==> config.mk <==
export PLATFORM = sky130hd
export DESIGN_NAME = core_spi_responder
export DESIGN_NICKNAME = d
export VERILOG_FILES = /design/src/rtl/core_spi_responder.sv
export SDC_FILE = /design/constraint.sdc
export NUM_CORES = 1
export LEC_CHECK = 0
export BUFFER_PORTS_ARGS = -buffer_cell sky130_fd_sc_hd__buf_2
export CAP_MARGIN = 20
export CORE_MARGIN = 5
export CORE_UTILIZATION = 40
export DETAILED_ROUTE_END_ITERATION = 12
export SLEW_MARGIN = 40
export SYNTH_ARGS = -nofsm -noshare
export SYNTH_HDL_FRONTEND = slang
export SYNTH_SLANG_ARGS = --single-unit
==> constraint.sdc <==
create_clock -name clk_in -period 2.13 [get_ports clk_in]
set_input_delay 0 -clock clk_in [delete_from_list [all_inputs] [get_ports clk_in]]
set_output_delay 0 -clock clk_in [all_outputs]
set_load 0.05 [all_outputs]
==> src/rtl/core_spi_responder.sv <==
// Core-side SPI responder (mode 0, MSB first). It serves the SETPTR / READNEXT fetch
// protocol from the channel RAM through an auto-incrementing, wrapping read pointer.
module core_spi_responder #(
    parameter int unsigned ADDR_W       = 9,
    parameter int unsigned DEPTH        = 480,
    parameter logic [7:0]  CMD_SETPTR   = 8'h07,
    parameter logic [7:0]  CMD_READNEXT = 8'h04
) (
    input  logic              clk_in,
    input  logic              n_reset,
    input  logic              spi_sck,
    input  logic              spi_n_ss,
    input  logic              spi_mosi,
    output logic              spi_miso,
    output logic [ADDR_W-1:0] mem_addr,
    output logic              mem_rd,
    input  logic [7:0]        mem_data,
    output logic [ADDR_W-1:0] rd_ptr,
    output logic              bad_cmd
);

    typedef enum logic [2:0] {
        StIdle,
        StCmd,
        StArg,
        StFetch,
        StLoad,
        StData,
        StIgnore
    } state_e;

    state_e            state_q;
    logic [1:0]        sck_sync_q;
    logic [1:0]        ss_sync_q;
    logic [1:0]        mosi_sync_q;
    logic              sck_prev_q;
    logic              ss_prev_q;
    logic [6:0]        rx_shift_q;
    logic [7:0]        tx_shift_q;
    logic [2:0]        bit_cnt_q;
    logic [ADDR_W-1:0] rd_ptr_q;
    logic [ADDR_W-1:0] mem_addr_q;
    logic              mem_rd_q;
    logic              bad_cmd_q;

    logic       sck_rise;
    logic       sck_fall;
    logic       ss_high;
    logic       ss_fall;
    logic       mosi_s;
    logic       byte_done;
    logic [7:0] rx_byte;

    always_comb begin
        sck_rise  = sck_sync_q[1] & ~sck_prev_q;
        sck_fall  = ~sck_sync_q[1] & sck_prev_q;
        ss_high   = ss_sync_q[1];
        ss_fall   = ~ss_sync_q[1] & ss_prev_q;
        mosi_s    = mosi_sync_q[1];
        byte_done = sck_rise && (bit_cnt_q == 3'd7);
        rx_byte   = {rx_shift_q, mosi_s};
    end

    always_ff @(posedge clk_in) begin
        if (!n_reset) begin
            state_q     <= StIdle;
            sck_sync_q  <= '0;
            ss_sync_q   <= '0;
            mosi_sync_q <= '0;
            sck_prev_q  <= 1'b0;
            ss_prev_q   <= 1'b0;
            rx_shift_q  <= '0;
            tx_shift_q  <= '0;
            bit_cnt_q   <= '0;
            rd_ptr_q    <= '0;
            mem_addr_q  <= '0;
            mem_rd_q    <= 1'b0;
            bad_cmd_q   <= 1'b0;
        end else begin
            sck_sync_q  <= {sck_sync_q[0], spi_sck};
            ss_sync_q   <= {ss_sync_q[0], spi_n_ss};
            mosi_sync_q <= {mosi_sync_q[0], spi_mosi};
            sck_prev_q  <= sck_sync_q[1];
            ss_prev_q   <= ss_sync_q[1];
            mem_rd_q    <= 1'b0;
            bad_cmd_q   <= 1'b0;

            if (ss_high) begin
                state_q    <= StIdle;
                bit_cnt_q  <= '0;
                tx_shift_q <= '0;
            end else if (ss_fall) begin
                state_q    <= StCmd;
                bit_cnt_q  <= '0;
                rx_shift_q <= '0;
                tx_shift_q <= '0;
            end else begin
                if (sck_rise) begin
                    rx_shift_q <= rx_byte[6:0];
                    bit_cnt_q  <= bit_cnt_q + 3'd1;
                end
                // The first fall of a byte must not shift, or a freshly loaded MSB is lost.
                if (sck_fall && (bit_cnt_q != 3'd0)) begin
                    tx_shift_q <= {tx_shift_q[6:0], 1'b0};
                end

                unique case (state_q)
                    StIdle: ;
                    StCmd: begin
                        if (byte_done) begin
                            if (rx_byte == CMD_SETPTR) begin
                                state_q <= StArg;
                            end else if (rx_byte == CMD_READNEXT) begin
                                // Strobe is registered on entry so it is high exactly in FETCH.
                                state_q    <= StFetch;
                                mem_addr_q <= rd_ptr_q;
                                mem_rd_q   <= 1'b1;
                            end else begin
                                bad_cmd_q <= 1'b1;
                                state_q   <= StIgnore;
                            end
                        end
                    end
                    StArg: begin
                        if (byte_done) begin
                            if ({24'd0, rx_byte} >= DEPTH) begin
                                rd_ptr_q <= '0;
                            end else begin
                                rd_ptr_q <= ADDR_W'(rx_byte);
                            end
                            state_q <= StIgnore;
                        end
                    end
                    StFetch: begin
                        if (rd_ptr_q == ADDR_W'(DEPTH - 1)) begin
                            rd_ptr_q <= '0;
                        end else begin
                            rd_ptr_q <= rd_ptr_q + 1'b1;
                        end
                        state_q <= StLoad;
                    end
                    StLoad: begin
                        tx_shift_q <= mem_data;
                        state_q    <= StData;
                    end
                    StData: begin
                        if (byte_done) begin
                            state_q <= StIgnore;
                        end
                    end
                    StIgnore: begin
                        tx_shift_q <= '0;
                    end
                    default: state_q <= StIdle;
                endcase
            end
        end
    end

    assign spi_miso = tx_shift_q[7];
    assign mem_addr = mem_addr_q;
    assign mem_rd   = mem_rd_q;
    assign rd_ptr   = rd_ptr_q;
    assign bad_cmd  = bad_cmd_q;

endmodule

==> impl_metrics.ini, run 1 <==
[status]
status = complete, no violations

[floorplanning]
fp.dieH_um = 86.1
num_io_pins = 34
initial_core_util = 0.415
num_rows = 27
die_area_um2 = 7410
fp.coreArea_um2 = 5570
die_w_um = 86.1

[global_route]
grt_pass1_wl_mm = 8.80
grt_pass1_vias = 1850
grt-ovfl-total = 0
antenna_found_initial = 0
grt_use_total = 0.146
grt_max_degree = 27

[synthesis]
synth-seq-cells = 49
syn_nets = 288
seq_area_frac_synth = 0.424
synth.area.top_cells = dfxtp_1 (42%), a21oi_1 (4.8%), nor2_1 (4.7%)
synth_most_common_cell = dfxtp_1
synthSimpleGateAreaFrac = 0.259
synthAdderAreaFrac = 0.0216
async_flop_share = 0
synth.largest_area_cell = dfxtp_1
syn_avg_cell_area_um2 = 8.54
synth_top_family_by_area = simple AND/OR/NAND/NOR gates
yosys-top-cells-count = dfxtp_1 (49), nor2_1 (29), a21oi_1 (22)
synth_xor_area_frac = 0.00757
synth_cells = 271
synth_mux_area_frac = 0.00865
synthFlopType = dfxtp_1
synth_compound_area_frac = 0.228
synth_cell_type_count = 49
synth_edf_count = 0
yosysTopAreaCellShare = 0.424
netlist_area_um2 = 2310
ys_warn_count = 0

[route]
viasPerCell = 5.42
remaining_drc_errors = 0
drt_pre_antenna_iters = 4
routed_wl_mm = 5.20
avgRoutedWirePerCell_um = 13.7
drtIter0Drc = 154
ant_nets = 0
vias = 2055

[setup_path]
cp_max_fo = 9
crit_path_end_kind = register
critical_path_arrival_ns = 2.00
critPathLaunchType = register
crit_type = register to register
worstPathRequired_ns = 2.30

[timing]
clock.fmax_mhz = 547
period_share = 0.858
whs_ns = 0.0446
final-hold-violation-count = 0
min_period_ns = 1.83
worstMarginPinSlew_ns = 0.553
setup_viol = 0
finalSetupTns_ns = 0
report.final.slew_viol_count = 0
max-slew-margin-rel = 0.631
rsz0062_at_grt = no
fin_skew_ns = 0.00779

[clocking]
cts_tree = yes
clock_sinks = 49
clk_path_buf_depth = 2
htree_levels = 2
cts-root-buf = clkbuf_8
cts-resized-gates = 0
clk_latency_ns = 0.30
clkTransAtPathRegs_ns = 0.09
cts_buffers = 5

[final_layout]
drive_gt1_frac = 0.182
area_growth_pct = 15.5
insertedDiodeCount = 0
nNetsFinal = 323

[run]
drv_cap = 0

[pwr]
power_density_nw_per_um2 = 563
power_leakage_nw = 0.984
peakVddDrop_mv = 0.320

[placed_design]
io_buffers = 33
hpwl_mm = 3.69
gp_congestion = 0.826

[hold_path]
hold_class = primary input to register
-- metal layers --
layer  global-route usage  wire (um)
met3               0.0288        226
met4               0.0518         74
met1                0.199       2590
met2                0.230       2320
met5                    0          0
-- registers in the layout, summed over array words and instances (netlist names), 3 cells and up --
signal and flops:
rd_ptr 9, rx_shift_q 7, mem_addr 9, state_q 3, tx_shift_q 8, bit_cnt_q 3
-- cell usage in the layout (no fill, tap or decap), types with 4 or more instances in the layout --
master / instances
nand2b_1: 4
nor2_1: 29
nand2_1: 7
o21ai_1: 9
clkbuf_8: 5
a21oi_1: 22
dfxtp_1: 49
and2_1: 13
o21ai_0: 15
nor2b_1: 7
buf_4: 12
inv_1: 6
ha_1: 4
a211oi_1: 9
nor3b_1: 9
a22oi_1: 7
nand4_1: 6
buf_2: 33
nand3_1: 14
-- through the flow --
stage          std cells  total power [mW]  area (um2)   util  worst slack, ns
2_1_floorplan        271             0.993        2310      -            0.265
3_3_place_gp         368              1.01        2560  0.460            0.372
3_5_place_dp         368              1.01        2560  0.460            0.327
4_1_cts              379              1.53        2670  0.480            0.311
5_1_grt              379              1.58        2670  0.480            0.190
6_report             379              1.51        2670  0.480            0.303
-- logic make-up (layout without fill, tap and decap cells) --
group,after synthesis,after routing
simple gates,105,105
compound gates,83,83
flops,49,49
buf+inv,26,62
fa+ha+maj,4,4
xor+xnor,2,2
mux,2,2
-- timing repair --
item | CTS | global route
hold buffers | 3 | 0
setup endpoints to repair | 0 | 0
endpoints found under the hold margin | 3 | 0
buffers inserted | 0 | 0
-- power by group --
part / total [mW] / internal (mW) / switching (mW)
combinational: 0.0614 / 0.0286 / 0.0328
sequential: 0.931 / 0.924 / 0.00749
clock: 0.513 / 0.234 / 0.280
-- area by class of cell --
cell class,instances,area (um2)
Timing Repair Buffer,48,285
Multi-Input combinational cell,196,1210
Fill cell,566,2900
Sequential cell,49,981
Inverter,6,22.5
Tap cell,72,90.1
Clock buffer,8,80.1
-- path summary, 6_finish.rpt --
check,startpoint,end,slack [ns],cells after the start
worst max register to register,bit_cnt_q[0]$_SDFFE_PP0P_,mem_addr[4]$_SDFFE_PN0P_,0.30,6
worst min register to register,sck_sync_q[0]$_SDFF_PN0_,sck_sync_q[1]$_SDFF_PN0_,0.44,1
worst max-delay path,bit_cnt_q[0]$_SDFFE_PP0P_,mem_addr[4]$_SDFFE_PN0P_,0.30,6
worst min-delay path,mem_data[0],tx_shift_q[0]$_SDFFE_PP0P_,0.04,4
-- critical path, cell delays in order (launching register included) --
cell,delay (ns)
dfxtp_1,0.37
ha_1,0.17
ha_1,0.15
nand3b_1,0.22
or4_4,0.56
o21ai_1,0.15
a21oi_1,0.09
Note: power is estimated with default switching activity, not from simulation.
==> run 2: changes to the inputs <==
--- a/config.mk
+++ b/config.mk
@@ -9,6 +9,7 @@
 export CAP_MARGIN = 20
 export CORE_MARGIN = 5
 export CORE_UTILIZATION = 40
+export CTS_BUF_LIST = sky130_fd_sc_hd__clkbuf_4
 export DETAILED_ROUTE_END_ITERATION = 12
 export SLEW_MARGIN = 40
 export SYNTH_ARGS = -nofsm -noshare
==> run 2 against run 1 <==
Net effect: fmax up 0.56%; die area unchanged; hold slack better by 0.036 ns.
==> impl_metrics.ini, run 2 (same netlist as run 1, synthesis figures left out) <==
[timing]
finalSetupTns_ns = 0
clock.fmax_mhz = 550
setup_slack_ns = 0.313
report.final.slew_viol_count = 0
period_share = 0.853
worstMarginPinSlew_ns = 0.553
fin_skew_ns = 0.0119
max-slew-margin-rel = 0.631
final-hold-violation-count = 0
min_period_ns = 1.82
setup_viol = 0
rsz0062_at_grt = no

[final_layout]
area_growth_pct = 15.1
finish.utilization = 0.478
mostFrequentLayoutCells = dfxtp_1 (49), buf_2 (33), nor2_1 (29), a21oi_1 (22), o21ai_0 (15)
insertedDiodeCount = 0
nNetsFinal = 324
drive_gt1_frac = 0.192
final_cells = 380
final_common_cell = dfxtp_1

[placed_design]
dp_cells = 368
io_buffers = 33
hpwl_mm = 3.69
place_ws_ns = 0.327
gp_congestion = 0.826

[floorplanning]
num_io_pins = 34
die_w_um = 86.1
initial_core_util = 0.415
fp.coreArea_um2 = 5570
fp.dieH_um = 86.1
num_rows = 27
die_area_um2 = 7410

[route]
viasPerCell = 5.37
ant_nets = 0
drtIter0Drc = 165
avgRoutedWirePerCell_um = 13.7
drt_pre_antenna_iters = 4
vias = 2042
remaining_drc_errors = 0
routed_wl_mm = 5.20

[clocking]
cts-root-buf = clkbuf_4
clk_path_buf_depth = 2
clock_sinks = 49
clk_latency_ns = 0.35
clkTransAtPathRegs_ns = 0.13
htree_levels = 2
cts_buffers = 5
post-cts-setup-buffers = 0
cts_tree = yes

[setup_path]
slowest_delay_ns = 0.55
reg2reg_slack_ns = 0.31
crit_type = register to register
worstPathCellList = ha_1, ha_1, nand3b_1, or4_4, o21ai_1, a21oi_1
cp_max_fo = 9
worstPathRequired_ns = 2.37
critPathLaunchType = register
cp_slowest_cell = or4_4
crit_path_end_kind = register
crit_top_cell = ha_1
critical_path_arrival_ns = 2.05

[pwr]
power_leakage_nw = 0.985
power_density_nw_per_um2 = 538
peakVddDrop_mv = 0.296

[hold_path]
hold_class = primary input to register

[global_route]
grt-ovfl-total = 0
grt_max_degree = 27
grt_use_total = 0.145
grt_pass1_vias = 1839
grt_pass1_wl_mm = 8.76
antenna_found_initial = 0

[run]
drv_cap = 0

[status]
status = complete, no violations
==> run 2: path summary, 6_finish.rpt <==
kind | startpoint | depth (start not counted) | endpoint
setup / recovery | bit_cnt_q[0]$_SDFFE_PP0P_ | 6 | mem_addr[4]$_SDFFE_PN0P_
hold / removal | mem_data[3] | 4 | tx_shift_q[3]$_SDFFE_PP0P_
setup reg to reg | bit_cnt_q[0]$_SDFFE_PP0P_ | 6 | mem_addr[4]$_SDFFE_PN0P_
hold reg to reg | sck_sync_q[0]$_SDFF_PN0_ | 1 | sck_sync_q[1]$_SDFF_PN0_
==> run 2: power breakdown <==
part	internal (mW)	switching, mW	total, mW
sequential	0.925	0.00740	0.932
clock	0.170	0.267	0.438
combinational	0.0298	0.0333	0.0632
==> run 2: stage by stage <==
step                area (um2)  power, mW  hold WS (ns)
finish                    2660       1.43        0.0808
global route              2660       1.51        0.0653
CTS                       2660       1.46        0.0591
detailed placement        2560       1.01         0.209
global placement          2560       1.01         0.204
floorplan                 2310      0.993         0.127
==> run 2: area by class of cell <==
type | count | area, um2
Tap cell | 72 | 90.1
Sequential cell | 49 | 981
Clock buffer | 8 | 60.1
Inverter | 6 | 22.5
Timing Repair Buffer | 49 | 295
Multi-Input combinational cell | 196 | 1210
Fill cell | 571 | 2910
==> run 2: what timing repair did <==
item / 4_1_cts / 5_1_grt
hold buffers: 4 / 0
hold endpoints to repair: 4 / 0
resized for setup: 0 / 0
==> run 2: per-layer routing <==
layer	track usage	up-vias	wire length [um]
met5	0	-	0
met4	0.0345	0	53
met3	0.0375	4	272
met2	0.226	39	2340
met1	0.199	955	2540
li1	-	1044	-
==> run 2: worst max-delay path: cells and delay by family, from the launching register on <==
kind	cells	cell delay [ns]
simple gates	2	0.76
flops	1	0.39
compound gates	2	0.24
fa+ha+maj	2	0.32
